### config.mk
export PLATFORM = sky130hd
export DESIGN_NAME = kd_sort_scheduler
export DESIGN_NICKNAME = d
export VERILOG_FILES = /design/src/rtl/kd_sort_scheduler_pkg.sv /design/src/rtl/kd_sort_scheduler.sv
export SDC_FILE = /design/constraint.sdc
export NUM_CORES = 1
export LEC_CHECK = 0
export CORE_MARGIN = 2
export CORE_UTILIZATION = 52
export DETAILED_ROUTE_END_ITERATION = 16
export HOLD_SLACK_MARGIN = 0.06
export PLACE_DENSITY = 0.82
export SYNTH_ARGS = -nofsm -noshare
export SYNTH_HDL_FRONTEND = slang
export SYNTH_SLANG_ARGS = --single-unit
### constraint.sdc
create_clock -name clk -period 3.8 [get_ports clk]
set_input_delay 0.76 -clock clk [delete_from_list [all_inputs] [get_ports clk]]
set_output_delay 0.76 -clock clk [all_outputs]
set_load 0.01 [all_outputs]
### src/rtl/kd_sort_scheduler_pkg.sv
// kd_sort_scheduler_pkg: FSM and phase encodings plus the even-level mask helper
// shared by the sort scheduler and the node-array generate code.
package kd_sort_scheduler_pkg;

   typedef enum logic [2:0] {S_IDLE, S_EN, S_SETTLE, S_CHECK, S_DONE} state_e;
   typedef enum logic {PHASE_EVEN, PHASE_ODD} phase_e;

   function automatic logic [31:0] even_mask(input int depth);
      logic [31:0] m;
      for (int i = 0; i < 32; i++) m[i] = (i < depth) && (i % 2 == 0);
      return m;
   endfunction

endpackage

### src/rtl/kd_sort_scheduler.sv
// kd_sort_scheduler: alternates even/odd level compare-exchange phases over the kd_tree
// node array until two consecutive clean phases (converged) or max_iter passes (timeout).
module kd_sort_scheduler
   import kd_sort_scheduler_pkg::*;
#(
   parameter int MAX_DEPTH     = 4,
   parameter int MAX_ITER      = 64,
   parameter int SETTLE_CYCLES = 1
) (
   input  logic                            clk,
   input  logic                            rst,
   input  logic                            start_i,
   input  logic [MAX_DEPTH-1:0]            level_stable_i,
   output logic [MAX_DEPTH-1:0]            level_en_o,
   output logic                            sorting_o,
   output logic                            busy_o,
   output logic                            done_o,
   output logic                            converged_o,
   output logic                            timeout_o,
   output logic [$clog2(MAX_ITER+1)-1:0]   iter_count_o
);

   localparam int IW = $clog2(MAX_ITER + 1);
   localparam int SW = SETTLE_CYCLES > 1 ? $clog2(SETTLE_CYCLES) : 1;
   localparam logic [31:0] EVEN32 = even_mask(MAX_DEPTH);
   localparam logic [MAX_DEPTH-1:0] EVEN_M = EVEN32[MAX_DEPTH-1:0];
   localparam logic [MAX_DEPTH-1:0] ODD_M = ~EVEN_M;

   state_e               state_q, state_d;
   phase_e               phase_q, phase_d;
   logic [SW-1:0]        settle_q, settle_d;
   logic [IW-1:0]        iter_q, iter_d, iter_nx;
   logic [1:0]           clean_q, clean_d, clean_nx;
   logic                 conv_q, conv_d, tmo_q, tmo_d;
   logic [MAX_DEPTH-1:0] mask;
   logic                 clean;

   // An empty mask (odd phase with a single level) reduces to a trivially clean phase.
   assign mask     = phase_q == PHASE_ODD ? ODD_M : EVEN_M;
   assign clean    = &(level_stable_i | ~mask);
   assign clean_nx = !clean ? 2'd0 : clean_q == 2'd2 ? 2'd2 : clean_q + 2'd1;
   assign iter_nx  = phase_q == PHASE_ODD ? iter_q + IW'(1) : iter_q;

   always_ff @(posedge clk) begin
      if (rst) begin
         state_q  <= S_IDLE;
         phase_q  <= PHASE_EVEN;
         settle_q <= '0;
         iter_q   <= '0;
         clean_q  <= '0;
         conv_q   <= 1'b0;
         tmo_q    <= 1'b0;
      end else begin
         state_q  <= state_d;
         phase_q  <= phase_d;
         settle_q <= settle_d;
         iter_q   <= iter_d;
         clean_q  <= clean_d;
         conv_q   <= conv_d;
         tmo_q    <= tmo_d;
      end
   end

   always_comb begin
      state_d  = state_q;
      phase_d  = phase_q;
      settle_d = settle_q;
      iter_d   = iter_q;
      clean_d  = clean_q;
      conv_d   = conv_q;
      tmo_d    = tmo_q;
      case (state_q)
         S_IDLE: begin
            if (start_i) begin
               state_d = S_EN;
               phase_d = PHASE_EVEN;
               iter_d  = '0;
               clean_d = '0;
               conv_d  = 1'b0;
               tmo_d   = 1'b0;
            end
         end
         S_EN: begin
            state_d  = S_SETTLE;
            settle_d = '0;
         end
         S_SETTLE: begin
            settle_d = settle_q + SW'(1);
            state_d  = settle_q == SW'(SETTLE_CYCLES - 1) ? S_CHECK : S_SETTLE;
         end
         S_CHECK: begin
            clean_d = clean_nx;
            iter_d  = iter_nx;
            if (clean_nx == 2'd2) begin
               state_d = S_DONE;
               conv_d  = 1'b1;
            end else if (phase_q == PHASE_ODD && iter_nx == IW'(MAX_ITER)) begin
               state_d = S_DONE;
               tmo_d   = 1'b1;
            end else begin
               state_d = S_EN;
               phase_d = phase_q == PHASE_EVEN ? PHASE_ODD : PHASE_EVEN;
            end
         end
         default: state_d = S_IDLE;
      endcase
   end

   always_comb begin
      level_en_o   = state_q == S_EN ? mask : '0;
      sorting_o    = state_q == S_EN || state_q == S_SETTLE || state_q == S_CHECK;
      busy_o       = state_q != S_IDLE;
      done_o       = state_q == S_DONE;
      converged_o  = conv_q;
      timeout_o    = tmo_q;
      iter_count_o = iter_q;
   end

endmodule

**Word level (Yosys, flattened, before mapping)**

Index checks and enable logic that the tools add are counted.
Widths: inputs -> output; s select.

- Register bits after elaboration: 16
- Output and inout bits: 16

- Equality and inequality tests: 12
- Add/subtract/negate cells: 3
- Mux-type cells: 25
- Bitwise gates (word level): 2
- Reduce and logical (&&, ||, !) cells: 12

Operators with widths:

| operator | count |
|---|---|
| $mux 7 | 2 |
| $pmux 7 s2 | 1 |
| $pmux 3 s4 | 1 |
| $reduce_and 4->1 | 3 |
| $ne 2x2->1 const B | 5 |
| $mux 3 | 3 |
| $mux 1 | 8 |
| $mux 4 | 2 |
| $pmux 1 s2 | 4 |
| $add 7x1->7 const B | 1 |
| $eq 7x7->1 const B | 1 |
| $eq 3x2->1 const B | 2 |
| $mux 2 | 3 |
| $eq 2x2->1 const B | 2 |
| $not 4->4 | 1 |
| $or 4x4->4 | 1 |
| $pmux 2 s2 | 1 |
| $reduce_bool 2->1 | 2 |
| $eq 3x1->1 const B | 1 |
| $eq 3x3->1 const B | 1 |
| $logic_not 3->1 | 1 |
| $reduce_and 3->1 | 1 |
| $reduce_bool 3->1 | 1 |
| $add 2x1->2 const B | 1 |
| 4 further kinds | 5 |

**Depth between registers and ports, before layout**

- Depth after elaboration: 8
- Depth in mapped cells: 6

**Least setup slack after synthesis**

OpenSTA, ideal clock, no wires.

- Path type: reg-to-output
- Start: reg phase_q
- End: out level_en_o[3]
- Stages on the path, launching flop included: 5
- Data required time: 3.040 ns
- Buffers on the path: 2
- Data arrival time: 1.381 ns
- Path slack: 1.659 ns
- Cells stage by stage: dfxtp_1 buf_2 inv_1 nor4b_1 buf_4

- Cells in the longest elaborated chain, start to end: 2

RTL lines:

| element | RTL line | RTL |
|---|---|---|
| from (decl) | kd_sort_scheduler.sv:30 | `phase_e phase_q, phase_d;` |
| from (signal assigned) | kd_sort_scheduler.sv:55 | `phase_q <= phase_d;` |
| $mux 4 | kd_sort_scheduler.sv:39 | `assign mask = phase_q == PHASE_ODD ? ODD_M : EVEN_M;` |
| $mux 4 | kd_sort_scheduler.sv:110 | `level_en_o = state_q == S_EN ? mask : '0;` |
| to (decl) | kd_sort_scheduler.sv:14 | `output logic [MAX_DEPTH-1:0] level_en_o,` |

No other way between the ends.

**Worst setup path after layout**

- Start: reg phase_q
- End: out level_en_o[1]

The elaborated chain is that of the path after synthesis.

==> impl_results.md <==
* Status: finished, final reports clean
* Buffers added on ports at 22
* Post-synthesis cell count at 115
* Worst setup EP type: output port
* Ranking of synthesized cells by area: dfxtp_1 (32%), nor2_1 (4.5%), clkbuf_8 (4.1%), mux2i_1 (4.0%), o21ai_0 (3.5%)
* Final Max Slew Viols at 0
* Setup ws final at 1.03 ns
* Synth area leader: dfxtp_1
* Final hold vios at 0
* Worst-margin pin slew at 0.848 ns
* Relative slew slack at 0.430
* Register bit count reported by yosys at 16
* Leading cell types in the layout, fill and taps excluded: clkdlybuf4s50_1 (22), dfxtp_1 (16), nor2_1 (12)
* Syn Nets at 124
* Num CTS Buffers at 3
* Synth Cell Area at 0.00101 mm^2
* Post-DRT Antenna Nets at 0
* WP buf/inv at 2
* Avg Cell Area, Syn at 8.78 um^2
* Max_cap viols at 0
* Layout Utilization at 0.682
* Worst hold path class: register to register
* Setup violators final at 0
* Top_reg_cell synth: dfxtp_1
* Hold depth at 2
* N_diodes at 0
* Arrival time of the worst setup path at 2.01 ns
* Share of cells above drive strength 1 at 0.0606
* Worst Clk Skew at 0.00507 ns
* Clock buffer depth at 2
* Die Ht at 48.1 um
* Via/cell ratio at 5.89
* Worst path top cell family by delay: buffers and inverters
* Ys Warns at 0
* Clk root buf: clkbuf_4
* Global-route wire length before repair at 3.60 mm
* Sink Count at 16
* Startpoint types: register
* Sequential area share after synthesis at 0.317
* Worst path cell trace: inv_1, nor4b_1, clkdlybuf4s50_1
* Core area at 0.00178 mm^2
* Static Leak at 0.447 nW
* Via Count at 925
* Pre-CTS WS at 1.32 ns
* Min Tclk post-route at 2.77 ns
* Max Freq at 361 MHz
* Die W at 48.1 um
* Async SR Flop Fraction at 0
* Initial Util at 0.566
* DR DRC count at 0
* Fin Setup TNS at 0 ns
* Largest net degree at the start of global routing at 15
* Routed length per instance at 13.7 um
* Number of synthesized flops with an enable pin at 0
* Reg2Reg Depth at 4
* Synth unique cells at 46
* Clock latency on the worst-skew pair at 0.29 ns
* GRT Overall Usage at 0.223
* Gp weighted congestion at 0.838
* Yosys top cell area share at 0.317
* TritonCTS clock tree: done
* Placement Cell Area at 0.00118 mm^2
* Hold wc startpoint: timeout_o
* CTS Hold Bufs at 0
* CTS clk-pin slew, worst paths at 0.10 ns
* DR pass1 iterations at 4
* Area growth syn-to-layout at 20.4%
* Full die area at 0.00231 mm^2
* Post-route cell area at 0.00122 mm^2
* Commonest non-fill, non-tap cell in the layout: clkdlybuf4s50_1
* Ports at 23
* Overflow after GRT at 0
* Crit path kind: register to output port
* Max IR drop VDD at 0.236 mV
* Pwr dens at 358 mW/mm^2
* CP max-delay cell: clkdlybuf4s50_1
* Crit. path cell count at 3
* Depth of the CTS H-tree at 1
* Antenna violations before repair at 0
* Worst-path fanout max at 12
* Worst EP required at 3.04 ns
* Post-CTS resize count at 0
* Post-CTS Setup Bufs at 0
* Post-Route WL at 2.16 mm
* Critical R2R Launch: state_q[2]
* Critical path's largest stage delay at 0.61 ns
* RSZ-0062 raised after global routing: no
* Worst Setup SP: phase_q
* Number of global-route vias before repair at 832
* Nets at 142
* Detailed Route Iter0 Violations at 27
* DP HPWL at 1.58 mm
* Period utilization at 0.730
* FP Rows at 15
-- stage by stage --
stage / power (mW) / hold slack [ns] / cells
finish: 0.436 / 0.480 / 157
global route: 0.458 / 0.500 / 157
CTS: 0.439 / 0.481 / 157
detailed placement: 0.326 / 0.454 / 153
global placement: 0.324 / 0.443 / 153
floorplan: 0.289 / 0.449 / 115
-- report_power, final --
part / leakage (nW) / total (mW) / switching (mW) / internal, mW
Combinational: 0.296 / 0.119 / 0.0506 / 0.0681
Clock: 0.0210 / 0.114 / 0.0552 / 0.0584
Sequential: 0.129 / 0.203 / 0.0262 / 0.177
-- kinds of logic after synthesis --
| logic type | after synthesis | synth area share |
|---|---|---|
| compound gates | 27 | 0.198 |
| xor+xnor | 4 | 0.0347 |
| fa+ha+maj | 2 | 0.0248 |
| buf+inv | 15 | 0.107 |
| flops | 16 | 0.317 |
| mux | 4 | 0.0397 |
| simple gates | 47 | 0.279 |
-- Yosys cell counts, types with 2 or more instances --
| master | instances |
|---|---|
| dfxtp_1 | 16 |
| nor2_1 | 12 |
| nand2_1 | 7 |
| o21ai_0 | 7 |
| inv_1 | 5 |
| nor3_1 | 5 |
| mux2i_1 | 4 |
| a22o_1 | 3 |
| buf_4 | 3 |
| clkbuf_8 | 3 |
| xor2_1 | 3 |
| a211o_1 | 2 |
| a21o_1 | 2 |
| a21oi_1 | 2 |
| and3b_1 | 2 |
| buf_2 | 2 |
| ha_1 | 2 |
| nand3_1 | 2 |
| nand3b_1 | 2 |
| nor4b_1 | 2 |
| nor4bb_1 | 2 |
| o21a_1 | 2 |
| o31ai_1 | 2 |
-- final timing paths --
kind	slack [ns]	end
worst min-delay path	0.48	timeout_o
worst min register to register	0.48	timeout_o
worst max register to register	1.81	iter_count_o[4]
worst max-delay path	1.03	level_en_o[1]
-- worst reg2reg max path, stage by stage, from the launching register on --
cell and delay (ns):
dfxtp_1 0.60, and3b_1 0.27, nor3_1 0.70, o21ai_0 0.22
o31ai_1 0.11
-- flip-flops by register name (all words and copies together), names as in the netlist --
name and count:
clean_q 2, converged_o 1, iter_count_o 7, phase_q 1, settle_q 1, state_q 3
timeout_o 1
-- area by class of cell --
type / count / area [um^2]
clock buffers: 4 / 36.3
fillers: 165 / 567
inverters: 5 / 18.8
multi-input cells: 84 / 582
flip-flops and latches: 16 / 320
well taps: 25 / 31.3
repair buffers: 23 / 228
-- per-layer routing --
layer  track usage  wire [um]  vias to the layer above
li1              -          -                      453
met1         0.291        993                      450
met2         0.363       1060                       18
met3        0.0566         79                        4
met4        0.0649         22                        0
met5             0          0                        -
Note: power is estimated with default switching activity, not from simulation.
